## src/rtl/evt_stream_mode_selector_if.sv

```systemverilog
// Event-stream bus bundle for the per-slice source selector: N_SRC source
// streams and one engine-side stream per slice.
interface evt_stream_mode_selector_if #(
  parameter int unsigned SLICE_NUMBER = 8,
  parameter int unsigned N_SRC        = 2,
  parameter int unsigned EVT_WIDTH    = 32
);

  logic [SLICE_NUMBER*N_SRC-1:0]           src_valid;
  logic [SLICE_NUMBER*N_SRC*EVT_WIDTH-1:0] src_data;
  logic [SLICE_NUMBER*N_SRC-1:0]           src_ready;
  logic [SLICE_NUMBER-1:0]                 dst_valid;
  logic [SLICE_NUMBER*EVT_WIDTH-1:0]       dst_data;
  logic [SLICE_NUMBER-1:0]                 dst_ready;

  // Master drives the sources and the engine-side ready; slave is the selector.
  modport master (
    output src_valid, src_data, dst_ready,
    input  src_ready, dst_valid, dst_data
  );

  modport slave (
    input  src_valid, src_data, dst_ready,
    output src_ready, dst_valid, dst_data
  );

endinterface

```

## src/rtl/evt_stream_mode_selector.sv

```systemverilog
// Per-slice N-way event-stream source selector with hitless source switching,
// a 2-entry output buffer and a saturating dropped-event counter per slice.
module evt_stream_mode_selector #(
  parameter  int unsigned SLICE_NUMBER = 8,
  parameter  int unsigned N_SRC        = 2,
  parameter  int unsigned EVT_WIDTH    = 32,
  parameter  int unsigned CNT_W        = 16,
  localparam int unsigned SEL_W        = $clog2(N_SRC)
) (
  input  logic                            clk_i,
  input  logic                            rst_ni,
  input  logic [SLICE_NUMBER*SEL_W-1:0]   sel_i,
  input  logic [SLICE_NUMBER-1:0]         drop_unsel_i,
  input  logic                            clr_cnt_i,
  evt_stream_mode_selector_if.slave       evt_if,
  output logic [SLICE_NUMBER*SEL_W-1:0]   active_sel_o,
  output logic [SLICE_NUMBER-1:0]         busy_o,
  output logic [SLICE_NUMBER*CNT_W-1:0]   drop_cnt_o
);

  localparam int unsigned DROP_W = $clog2(N_SRC + 1);
  localparam int unsigned SUM_W  = CNT_W + DROP_W;
  localparam logic [CNT_W-1:0] CNT_MAX = '1;

  typedef enum logic {
    ST_RUN   = 1'b0,
    ST_DRAIN = 1'b1
  } state_e;

  for (genvar s = 0; s < int'(SLICE_NUMBER); s++) begin : g_slice

    state_e                state_q, state_d;
    logic [SEL_W-1:0]      active_q, active_d;
    logic [EVT_WIDTH-1:0]  mem_q [2];
    logic                  wr_ptr_q, wr_ptr_d;
    logic                  rd_ptr_q, rd_ptr_d;
    logic [1:0]            count_q, count_d;
    logic [CNT_W-1:0]      cnt_q, cnt_d;

    logic [SEL_W-1:0]      sel_s;
    logic [N_SRC-1:0]      valid_s;
    logic                  dst_ready_s;
    logic                  full_s;
    logic                  pop_s;
    logic                  act_ready_s;
    logic                  granted_s;

    logic [N_SRC-1:0]      ready_c;
    logic                  push_c;
    logic [EVT_WIDTH-1:0]  push_data_c;
    logic [DROP_W-1:0]     drops_c;
    logic [SUM_W-1:0]      sum_c;

    assign sel_s       = sel_i[s*SEL_W +: SEL_W];
    assign valid_s     = evt_if.src_valid[s*N_SRC +: N_SRC];
    assign dst_ready_s = evt_if.dst_ready[s];
    assign full_s      = (count_q == 2'd2);
    assign pop_s       = (count_q != 2'd0) && dst_ready_s;
    // A full buffer still accepts when the head leaves in the same cycle.
    assign act_ready_s = !full_s || dst_ready_s;
    // An out-of-range active select grants nobody.
    assign granted_s   = (state_q == ST_RUN) && (32'(active_q) < N_SRC);

    // Output process: source readies, buffer push and per-cycle drop count.
    always_comb begin
      ready_c     = '0;
      push_c      = 1'b0;
      push_data_c = '0;
      drops_c     = '0;
      for (int unsigned k = 0; k < N_SRC; k++) begin
        if (granted_s && (32'(active_q) == k)) begin
          ready_c[k]  = act_ready_s;
          push_c      = valid_s[k] && act_ready_s;
          push_data_c = evt_if.src_data[(s*N_SRC + k)*EVT_WIDTH +: EVT_WIDTH];
        end else begin
          ready_c[k] = drop_unsel_i[s];
          if (drop_unsel_i[s] && valid_s[k]) begin
            drops_c = drops_c + DROP_W'(1);
          end
        end
      end
    end

    // Next-state process: FIFO pointers, RUN/DRAIN sequencing, drop counter.
    always_comb begin
      state_d  = state_q;
      active_d = active_q;
      wr_ptr_d = wr_ptr_q;
      rd_ptr_d = rd_ptr_q;
      count_d  = count_q + 2'(push_c) - 2'(pop_s);
      cnt_d    = cnt_q;
      sum_c    = SUM_W'(cnt_q) + SUM_W'(drops_c);

      if (push_c) wr_ptr_d = ~wr_ptr_q;
      if (pop_s)  rd_ptr_d = ~rd_ptr_q;

      case (state_q)
        ST_RUN: begin
          if (sel_s != active_q) state_d = ST_DRAIN;
        end
        ST_DRAIN: begin
          // Switch once the buffer is empty, even if sel_i went back.
          if (count_d == 2'd0) begin
            active_d = sel_s;
            state_d  = ST_RUN;
          end
        end
        default: state_d = ST_RUN;
      endcase

      if (clr_cnt_i) begin
        cnt_d = '0;
      end else if (sum_c > SUM_W'(CNT_MAX)) begin
        cnt_d = CNT_MAX;
      end else begin
        cnt_d = sum_c[CNT_W-1:0];
      end
    end

    // State register.
    always_ff @(posedge clk_i or negedge rst_ni) begin
      if (!rst_ni) begin
        state_q  <= ST_RUN;
        active_q <= '0;
        wr_ptr_q <= 1'b0;
        rd_ptr_q <= 1'b0;
        count_q  <= 2'd0;
        cnt_q    <= '0;
        mem_q[0] <= '0;
        mem_q[1] <= '0;
      end else begin
        state_q  <= state_d;
        active_q <= active_d;
        wr_ptr_q <= wr_ptr_d;
        rd_ptr_q <= rd_ptr_d;
        count_q  <= count_d;
        cnt_q    <= cnt_d;
        if (push_c) mem_q[wr_ptr_q] <= push_data_c;
      end
    end

    assign evt_if.src_ready[s*N_SRC +: N_SRC]         = ready_c;
    assign evt_if.dst_valid[s]                        = (count_q != 2'd0);
    assign evt_if.dst_data[s*EVT_WIDTH +: EVT_WIDTH]  = mem_q[rd_ptr_q];
    assign active_sel_o[s*SEL_W +: SEL_W]             = active_q;
    assign busy_o[s]                                  = (state_q == ST_DRAIN);
    assign drop_cnt_o[s*CNT_W +: CNT_W]               = cnt_q;

  end : g_slice

endmodule

```

## src/flat_wrapper.sv

```systemverilog
// flat-port wrapper written by rule: the top's interface ports become plain ports
module evt_stream_mode_selector_flat 
#(
  parameter  int unsigned SLICE_NUMBER = 8,
  parameter  int unsigned N_SRC        = 2,
  parameter  int unsigned EVT_WIDTH    = 32,
  parameter  int unsigned CNT_W        = 16,
  localparam int unsigned SEL_W        = $clog2(N_SRC)
)
  (clk_i, rst_ni, sel_i, drop_unsel_i, clr_cnt_i, active_sel_o, busy_o, drop_cnt_o, evt_if_src_valid, evt_if_src_data, evt_if_dst_ready, evt_if_src_ready, evt_if_dst_valid, evt_if_dst_data);
  evt_stream_mode_selector_if #(.SLICE_NUMBER(SLICE_NUMBER), .N_SRC(N_SRC), .EVT_WIDTH(EVT_WIDTH)) evt_if_i ();
  input  logic clk_i;
  input  logic rst_ni;
  input  logic [SLICE_NUMBER*SEL_W-1:0] sel_i;
  input  logic [SLICE_NUMBER-1:0] drop_unsel_i;
  input  logic clr_cnt_i;
  output logic [SLICE_NUMBER*SEL_W-1:0] active_sel_o;
  output logic [SLICE_NUMBER-1:0] busy_o;
  output logic [SLICE_NUMBER*CNT_W-1:0] drop_cnt_o;
  input wire logic [$bits(evt_if_i.src_valid)-1:0] evt_if_src_valid;
  input wire logic [$bits(evt_if_i.src_data)-1:0] evt_if_src_data;
  input wire logic [$bits(evt_if_i.dst_ready)-1:0] evt_if_dst_ready;
  output wire logic [$bits(evt_if_i.src_ready)-1:0] evt_if_src_ready;
  output wire logic [$bits(evt_if_i.dst_valid)-1:0] evt_if_dst_valid;
  output wire logic [$bits(evt_if_i.dst_data)-1:0] evt_if_dst_data;
  assign evt_if_i.src_valid = evt_if_src_valid;
  assign evt_if_i.src_data = evt_if_src_data;
  assign evt_if_i.dst_ready = evt_if_dst_ready;
  assign evt_if_src_ready = evt_if_i.src_ready;
  assign evt_if_dst_valid = evt_if_i.dst_valid;
  assign evt_if_dst_data = evt_if_i.dst_data;
  evt_stream_mode_selector #(.SLICE_NUMBER(SLICE_NUMBER), .N_SRC(N_SRC), .EVT_WIDTH(EVT_WIDTH), .CNT_W(CNT_W)) u_core (.clk_i(clk_i), .rst_ni(rst_ni), .sel_i(sel_i), .drop_unsel_i(drop_unsel_i), .clr_cnt_i(clr_cnt_i), .evt_if(evt_if_i), .active_sel_o(active_sel_o), .busy_o(busy_o), .drop_cnt_o(drop_cnt_o));
endmodule
```

## config.mk

```make
export PLATFORM = sky130hd
export DESIGN_NAME = evt_stream_mode_selector_flat
export DESIGN_NICKNAME = d
export VERILOG_FILES = /design/src/rtl/evt_stream_mode_selector_if.sv /design/src/rtl/evt_stream_mode_selector.sv /design/src/flat_wrapper.sv
export SDC_FILE = /design/constraint.sdc
export NUM_CORES = 1
export LEC_CHECK = 0
export BUFFER_PORTS_ARGS = -buffer_cell sky130_fd_sc_hd__buf_2
export CAP_MARGIN = 5
export CORE_AREA = 5 5 378 380
export CTS_BUF_LIST = sky130_fd_sc_hd__clkbuf_4 sky130_fd_sc_hd__clkbuf_8
export CTS_CLUSTER_DIAMETER = 60
export CTS_CLUSTER_SIZE = 40
export DETAILED_ROUTE_END_ITERATION = 8
export DIE_AREA = 0 0 383 385
export PLACE_DENSITY = 0.52
export SYNTH_ARGS = -nofsm -noshare
export SYNTH_HDL_FRONTEND = slang
export SYNTH_SLANG_ARGS = --single-unit
```

## constraint.sdc

```tcl
create_clock -name clk_i -period 3.4 [get_ports clk_i]
set_clock_uncertainty 0.2 [all_clocks]
set_input_delay 0.17 -clock clk_i [delete_from_list [all_inputs] [get_ports clk_i]]
set_output_delay 0.17 -clock clk_i [all_outputs]
set_load 0.01 [all_outputs]
```

==> impl_metrics.ini, run 1 <==
[floorplanning]
io_pins = 979
die_w_um = 383
initial_core_util_pct = 25.99
row_count = 137
die_y_um = 385
core_mm2 = 0.1388
die_area_mm2 = 0.1475

[final_layout]
area_growth_syn_to_layout_pct = 39.97
design_area_mm2 = 0.05050
instances_no_fill = 6328
final_layout_size_suffix_gt1_share_pct = 45.43
final_net_count = 5055
num-fill-cells = 13720

[timing]
fin_ws_ns = 0.1373
tightest_slew_ns = 0.7906
whs_ns = 0.1509
finalSetupViolCount = 0
fin_tns_setup_ns = 0
hold_violations = 0
min_period_ns = 3.263
finalCritPeriodShare_pct = 95.96
clock.fmax_mhz = 306.5
rsz0062_at_grt = false
slew_viol_final = 0
slew_headroom_pct = 47.29

[logic_synthesis]
synth_edf_count = 0
yosys_most_used_dff = dfrtp_1
synth-seq-area-share_pct = 47.72
ys_seq_elements = 688
yosys-top-cells-count = mux2_2, dfrtp_1, nor2_1
synth.distinct_cells = 58
synth_top_cell_by_area = dfrtp_1
synth_warnings = 0
yosysTopAreaCellShare_pct = 47.72
synth.most_common_cell = mux2_2
yosys-top-cells-area = dfrtp_1, mux2_2, mux2i_1, nor2_1, xnor2_1
netlist_instances = 2922
syn_avg_cell_area_um2 = 12.35
netlist_area_mm2 = 0.03608
async_flop_share_pct = 100.0
synth_nets = 3525

[power_and_ir_drop]
power.density_mw_per_mm2 = 726.8
pwr-share-seq_pct = 33.9
p_clk_share_pct = 17.7
leakage_nw = 24.72
swShare_pct = 37.31
power.internal_mw = 23.01
peakVddDrop_v = 0.0003900
p_switching_mw = 13.69
pwr-share-comb_pct = 48.4

[global_routing]
antenna_found_initial = 15
grt_pass1_wl_um = 184000
grt_usage_pct = 15.91
globalRouteOverflowTotal = 0
grt_max_degree = 118
grt_pass1_vias = 30490

[clock_network]
clock_path_buffers = 3
cts-root-buf = clkbuf_8
cts_buffers = 78
clk_latency_ns = 0.76
clkSinkCount = 688
cts.htree.levels = 3
cts_tree = yes
postCtsSetupBuffers = 0
cts.clk_slew.worst_paths_ns = 0.09

[setup_path]
cp-start-kind = flop
cp.arrival_ns = 3.70
end_kind = flop
reg2reg_slack_ns = 0.14
cp_max_fo = 37
required_ns = 3.84
crit_type = reg -> reg

[placement]
dpl_worst_slack_ns = 0.07793
dp_cells = 5602
place.gp.congestion = 0.8557
dpl.hpwl_um = 88220
portBuffers = 978
dpl-instance-area_mm2 = 0.04286

[min_path]
holdCritPathClass = in -> reg

[status]
status = complete, no violations

[routing]
ant_nets = 0
viasPerCell = 4.510
drt-wirelength-per-cell_um = 19.17
drt_iter0_drc = 1234
drt-total-wl_um = 121300
vias = 28540
drc = 0
drtPass1Iterations = 4

[flow_run]
drv_cap = 0
## worst paths after layout
check | end | depth (start not counted) | start
min in group asynchronous | u_core.g_slice[2].mem_q[48] | 4 | rst_ni
max in group asynchronous | u_core.g_slice[1].active_q | 4 | rst_ni
worst min register to register | u_core.g_slice[7].mem_q[48] | 1 | u_core.g_slice[7].mem_q[48]
worst max register to register | u_core.g_slice[4].mem_q[49] | 7 | u_core.g_slice[4].active_q
worst min-delay path | u_core.g_slice[6].rd_ptr_q | 4 | evt_if_dst_ready[6]
worst max-delay path | u_core.g_slice[4].mem_q[49] | 7 | u_core.g_slice[4].active_q
## placed cells by master (no fill, tap or decap), drive strengths merged, types with 25 or more instances in the layout
cell type,n
a21oi,115
and2,33
buf,1065
clkbuf,87
dfrtp,688
dlygate4sd3,576
ha,40
inv,79
mux2,785
mux2i,268
nand2,50
nand3,32
nor2,292
nor3,39
nor4,33
xnor2,87
xor2,25
## timing repair
action | 4_1_cts | 5_1_grt
hold buffers | 577 | 0
hold endpoints to repair | 1376 | 0
resized for setup | 0 | 13
endpoints found under the setup margin | 0 | 35
## final cells by class
class | count | area [um^2] | share of cell area, %
repair buffers | 1641 | 11500 | 22.77
clock buffers | 87 | 1154 | 2.284
clock inverters | 56 | 620.6 | 1.229
flip-flops and latches | 688 | 17230 | 34.11
multi-input cells | 1990 | 17530 | 34.71
inverters | 53 | 198.9 | 0.3939
diodes | 6 | 15.01 | 0.02973
well taps | 1807 | 2261 | 4.477
## routing by layer
metal  vias up  share of wire, %  GRT usage, %
met3       176               7.5         4.937
li1      13380                 -             -
met4         4               2.9         5.243
met5         -             0.019             0
met2       744                49         26.88
met1     14240                41         19.32
## state kept, by name, indices dropped and copies added, names as in the netlist
| signal | flops |
|---|---|
| u_core.g_slice.active_q | 8 |
| u_core.g_slice.rd_ptr_q | 8 |
| u_core.g_slice.count_q | 16 |
| u_core.g_slice.state_q | 8 |
| u_core.g_slice.wr_ptr_q | 8 |
| u_core.g_slice.cnt_q | 128 |
| u_core.g_slice.mem_q | 512 |
## metrics by stage
stage	util [%]	total power, mW
floorplan	-	23.46
global placement	30.87	28.59
detailed placement	30.87	28.80
CTS	36.32	37.24
global route	36.37	39.12
finish	36.37	36.70
## critical path, cell delays in order, from the launching register on
cell and delay (ns):
dfrtp_2 0.41, buf_6 0.24, mux2i_4 0.26, nor4_4 0.20, dlygate4sd3_1 0.59, buf_4 0.29, mux2_2 0.37, dlygate4sd3_1 0.57
## cell families after synthesis
kind of cell / Yosys count / synth area share [%]
xor gates and xnor gates: 112 / 2.719
muxes: 1053 / 32.32
DFF: 688 / 47.72
AOI/OAI and AO/OA: 184 / 2.885
adders and majority gates: 48 / 1.831
buffers and inverters: 244 / 3.790
and+or+nand+nor: 593 / 8.739
## power by group through the flow
stage / registers [mW] / logic, mW / clock network (mW)
after detailed placement: 12.6 / 16.2 / 0
after CTS: 12.4 / 18.0 / 6.84
final: 12.4 / 17.8 / 6.49
after global placement: 12.5 / 16.1 / 0
after global routing: 12.8 / 19.2 / 7.13
after floorplan: 12.2 / 11.3 / 0
No activity file was read; power rests on OpenSTA's default activity.
==> run 2: changes to the inputs <==
CORE_AREA = 5 5 382 384   (was 5 5 378 380)
DIE_AREA = 0 0 387 389   (was 0 0 383 385)
PLACE_DENSITY = default   (was 0.52)
clock period = 3.1 ns   (was 3.4 ns; I/O delays follow)
==> impl_metrics.ini, run 2 (same netlist as run 1, synthesis figures left out) <==
[setup_path]
worstReg2RegEnd = u_core.g_slice[1].cnt_q[13]
reg2regPathDepth = 10
r2r-start = u_core.g_slice[1].active_q
path_depth = 10
end_kind = flop
critPathBufInv = 1
cp-start-kind = flop
cpPeakStageDelay_ns = 0.61
cp_max_fo = 7
required_ns = 3.55
reg2reg_slack_ns = 0.07
path_cells = or2_4 > and3_4 > ha_1 > mux2_2 > ha_4 > fa_2 > nand4_1 > buf_4 > or4_4 > a31oi_1
crit_slowest_cell = or4_4
crit_type = reg -> reg
cp.arrival_ns = 3.48
cp_top_family = simple AND/OR/NAND/NOR gates

[clock_network]
cts.clk_slew.worst_paths_ns = 0.09
cts-root-buf = clkbuf_8
clock_path_buffers = 3
cts.htree.levels = 3
cts_tree = yes
clk_latency_ns = 0.74
cts_buffers = 78
clkSinkCount = 688

[global_routing]
grt_pass1_wl_um = 185900
grt_usage_pct = 15.77
grt_pass1_vias = 30800
grt_max_degree = 90
antenna_found_initial = 5
globalRouteOverflowTotal = 0

[timing]
slew_viol_final = 0
fin_ws_ns = 0.07277
min_period_ns = 3.027
hold_violations = 0
clock.fmax_mhz = 330.3
fin_tns_setup_ns = 0
slew_headroom_pct = 36.31
finalCritPeriodShare_pct = 97.65
finalSetupViolCount = 0
tightest_slew_ns = 0.9553

[placement]
portBuffers = 978
dpl.hpwl_um = 89870
place.gp.congestion = 0.9453
dpl_worst_slack_ns = -0.1195

[routing]
drtPass1Iterations = 5
viasPerCell = 4.485
drt_iter0_drc = 1218
vias = 28890
drt-wirelength-per-cell_um = 19.25
drc = 0
drt-total-wl_um = 124000
ant_nets = 0

[final_layout]
largest_reg_flops = 512
most-common-layout-cells = buf_2, mux2_2, dfrtp_1, dlygate4sd3_1, nor2_1
largest_register = u_core.g_slice.mem_q
num-fill-cells = 13890
final_common_cell = buf_2
final_layout_size_suffix_gt1_share_pct = 46.38
final_net_count = 5073
top_regs = u_core.g_slice.mem_q (512), u_core.g_slice.cnt_q (128), u_core.g_slice.count_q (16)
area_growth_syn_to_layout_pct = 41.39
final_util_pct = 35.81

[floorplanning]
row_count = 139
die_y_um = 389
initial_core_util_pct = 25.33
die_w_um = 387
core_mm2 = 0.1424
io_pins = 979
die_area_mm2 = 0.1505

[power_and_ir_drop]
power.internal_mw = 25.40
peakVddDrop_v = 0.0005369
p_clk_share_pct = 17.7
pwr-share-comb_pct = 48.5
leakage_nw = 24.87
swShare_pct = 37.21
pwr-share-seq_pct = 33.8
power.density_mw_per_mm2 = 793.0
p_switching_mw = 15.05

[min_path]
holdCritPathClass = in -> reg
hold_start = sel_i[3]
hold_depth = 4
min_to = u_core.g_slice[3].state_q

[status]
status = complete, no violations

[flow_run]
drv_cap = 0
[run 2: area by class of cell]
class / count / area, um^2 / share of cell area [%]
Sequential cell: 688 / 17230 / 33.77
Clock buffer: 86 / 1165 / 2.283
Antenna cell: 5 / 12.51 / 0.02453
Tap cell: 1903 / 2381 / 4.668
Inverter: 53 / 198.9 / 0.3900
Multi-Input combinational cell: 1992 / 17710 / 34.72
Clock inverter: 58 / 630.6 / 1.236
Timing Repair Buffer: 1657 / 11690 / 22.91
[run 2: worst max-delay path by stage]
| stage | from | endpoint | slack [ns] |
|---|---|---|---|
| 2_1_floorplan | u_core.g_slice[6].state_q | u_core.g_slice[6].cnt_q[6] | 0.01 |
| 3_3_place_gp | u_core.g_slice[0].active_q | u_core.g_slice[0].cnt_q[0] | -0.04 |
| 3_5_place_dp | u_core.g_slice[0].active_q | u_core.g_slice[0].cnt_q[9] | -0.12 |
| 4_1_cts | u_core.g_slice[7].count_q[0] | u_core.g_slice[7].active_q | 0.002 |
| 5_1_grt | u_core.g_slice[1].active_q | u_core.g_slice[1].cnt_q[10] | -0.03 |
| 6_report | u_core.g_slice[1].active_q | u_core.g_slice[1].cnt_q[13] | 0.07 |
[run 2: tightest hold or removal path: cells and delay by family]
family,cells,cell delay (ns)
buffers and inverters,2,0.66
AO/OA/AOI/OAI,1,0.16
XOR/XNOR,1,0.06
[run 2: metrics by stage]
| stage | cell area, um^2 | power [mW] | cells | hold WS [ns] |
|---|---|---|---|---|
| global placement | 43250 | 31.36 | 5715 | 0.004665 |
| finish | 51010 | 40.45 | 6442 | 0.1316 |
| CTS | 50780 | 40.87 | 6429 | 0.008971 |
| global route | 51010 | 42.97 | 6440 | 0.03881 |
| floorplan | 36190 | 25.76 | 2922 | -0.3406 |
| detailed placement | 43250 | 31.75 | 5715 | 0.009418 |
[run 2: power groups by stage]
stage | Sequential, mW | Combinational (mW) | Clock [mW]
global route | 14.1 | 21.1 | 7.84
CTS | 13.7 | 19.7 | 7.49
global placement | 13.7 | 17.7 | 0
floorplan | 13.4 | 12.4 | 0
finish | 13.7 | 19.6 | 7.15
detailed placement | 13.8 | 17.9 | 0
[run 2: repair_timing]
item                        CTS  global route
setup endpoints to repair    20            95
hold endpoints to repair   1373             0
cloned                        0             2
hold buffers                569             0
pin swaps                     0            12
resized for setup             2            39
setup buffers                 1             8
[run 2: metal layers]
metal / vias up / track usage [%] / part of all wire (%)
met2: 819 / 26.31 / 48
li1: 13430 / - / -
met5: - / 0 / 0.032
met1: 14380 / 18.40 / 39
met4: 6 / 6.528 / 4.6
met3: 253 / 5.680 / 8.3
==> run 3: changes to the inputs <==
RECOVER_POWER = 25   (was default)
clock period = 2.85 ns   (was 3.1 ns; I/O delays follow)
==> impl_metrics.ini, run 3 (same netlist as run 1, synthesis figures left out) <==
[final_layout]
design_area_mm2 = 0.05183
most-common-layout-cells = buf_2, mux2_2, dfrtp_1, dlygate4sd3_1, nor2_1
instances_no_fill = 6483
area_growth_syn_to_layout_pct = 43.65
final_util_pct = 36.39
num-fill-cells = 13910
top_regs = u_core.g_slice.mem_q (512), u_core.g_slice.cnt_q (128), u_core.g_slice.count_q (16)
final_common_cell = buf_2
largest_register = u_core.g_slice.mem_q
final_net_count = 5113
largest_reg_flops = 512
final_layout_size_suffix_gt1_share_pct = 47.62

[routing]
drt_iter0_drc = 1131
viasPerCell = 4.483
drc = 0
drtPass1Iterations = 4
drt-wirelength-per-cell_um = 19.06
drt-total-wl_um = 123600
vias = 29060
ant_nets = 0

[power_and_ir_drop]
leakage_nw = 25.14
power.density_mw_per_mm2 = 861.1
peakVddDrop_v = 0.0004950

[min_path]
hold_depth = 3
hold_start = clr_cnt_i
holdCritPathClass = in -> reg

[floorplanning]
row_count = 139
die_area_mm2 = 0.1505
die_w_um = 387
die_y_um = 389
core_mm2 = 0.1424
initial_core_util_pct = 25.33
io_pins = 979

[timing]
hold_violations = 0
clock.fmax_mhz = 345.3
slew_headroom_pct = -6.175
fin_ws_ns = -0.04589
finalCritPeriodShare_pct = 101.6
tightest_slew_ns = 1.593
min_period_ns = 2.896
rsz0062_at_grt = true
finalSetupViolCount = 4
slew_viol_final = 32

[setup_path]
r2r-start = u_core.g_slice[5].active_q
reg2regPathDepth = 11
end_kind = flop
cp.arrival_ns = 3.34
cp-startpoint = u_core.g_slice[5].active_q
cp-start-kind = flop
cp_max_fo = 3
required_ns = 3.29
crit_type = reg -> reg

[flow_run]
drv_cap = 1

[global_routing]
antenna_found_initial = 8
grt_pass1_vias = 31110
grt_max_degree = 75
globalRouteOverflowTotal = 0
grt_usage_pct = 15.65
grt_pass1_wl_um = 185800

[clock_network]
cts-root-buf = clkbuf_8
cts.clk_slew.worst_paths_ns = 0.10
clkSinkCount = 688
cts_tree = yes
clock_path_buffers = 3
cts_buffers = 77
cts.htree.levels = 3
clk_latency_ns = 0.75

[placement]
dpl.hpwl_um = 88750
dpl-instance-area_mm2 = 0.04390
portBuffers = 978
place.gp.congestion = 0.8689
dpl_worst_slack_ns = -0.009931
dp_cells = 5741

[status]
status = finished, violations left
violations = capacitance limit, slew limit, setup timing
-- run 3: changes by cell type in the layout (fill, tap and decap cells not counted), sizes merged --
cell	delta
nand4	+1
bufinv	+5
dlygate4sd3	+4
diode	+1
clkinvlp	-3
clkinv	+3
buf	+6
clkbuf	+28
inv	-4
-- run 3: path summary, 6_finish.rpt --
check / slack [ns] / endpoint
min reg2reg: 0.29 / u_core.g_slice[1].mem_q[6]
min in group asynchronous: 0.91 / u_core.g_slice[3].cnt_q[5]
max: -0.05 / u_core.g_slice[5].cnt_q[10]
min: 0.13 / u_core.g_slice[5].cnt_q[5]
max in group asynchronous: 0.43 / u_core.g_slice[0].mem_q[18]
max reg2reg: -0.05 / u_core.g_slice[5].cnt_q[10]
-- run 3: final cells by class --
type | instances | area, um^2 | share of cell area [%]
flip-flops and latches | 688 | 17230 | 33.24
clock buffers | 84 | 1137 | 2.194
inverters | 53 | 198.9 | 0.3838
well taps | 1903 | 2381 | 4.594
clock inverters | 59 | 744.5 | 1.436
repair buffers | 1697 | 11900 | 22.97
multi-input cells | 1993 | 18220 | 35.16
diodes | 6 | 15.01 | 0.02897
-- run 3: stage by stage --
| step | hold slack [ns] | TNS [ns] | power [mW] |
|---|---|---|---|
| global route | 0.06028 | -3.886 | 47.35 |
| CTS | 0.01687 | 0 | 45.03 |
| floorplan | -0.3531 | -1.762 | 28.24 |
| finish | 0.1337 | -0.1116 | 44.63 |
| global placement | 0.08724 | 0 | 34.44 |
| detailed placement | 0.08255 | -0.02282 | 34.85 |
-- run 3: repair_timing --
item | 4_1_cts | 5_1_grt
hold buffers | 572 | 0
endpoints found under the hold margin | 1331 | 0
resized for setup | 4 | 51
setup buffers | 5 | 12
gates cloned | 0 | 5
pin swaps | 4 | 43
setup endpoints to repair | 14 | 122
-- run 3: report_power, final --
group,total (mW),switching (mW),internal [mW]
clock network,8.09,4.25,3.84
registers,14.9,1.73,13.1
logic,21.7,10.4,11.3
total,44.6,16.4,28.2
-- run 3: layer usage --
metal,vias to the layer above,global-route usage [%],routed length [um]
met2,759,26.08,59180
met4,4,7.196,6334
li1,13510,-,-
met5,-,0,20
met1,14520,18.23,49150
met3,268,5.306,8896
-- run 3: critical path, stage by stage (launching register included) --
cell and delay, ns:
dfrtp_2 0.42, or2_4 0.25, and3_4 0.16, ha_4 0.20, mux2_4 0.28, ha_4 0.17, fa_2 0.39, nand4_1 0.20
buf_4 0.18, nor3_2 0.05, xnor2_1 0.21, a21oi_2 0.07
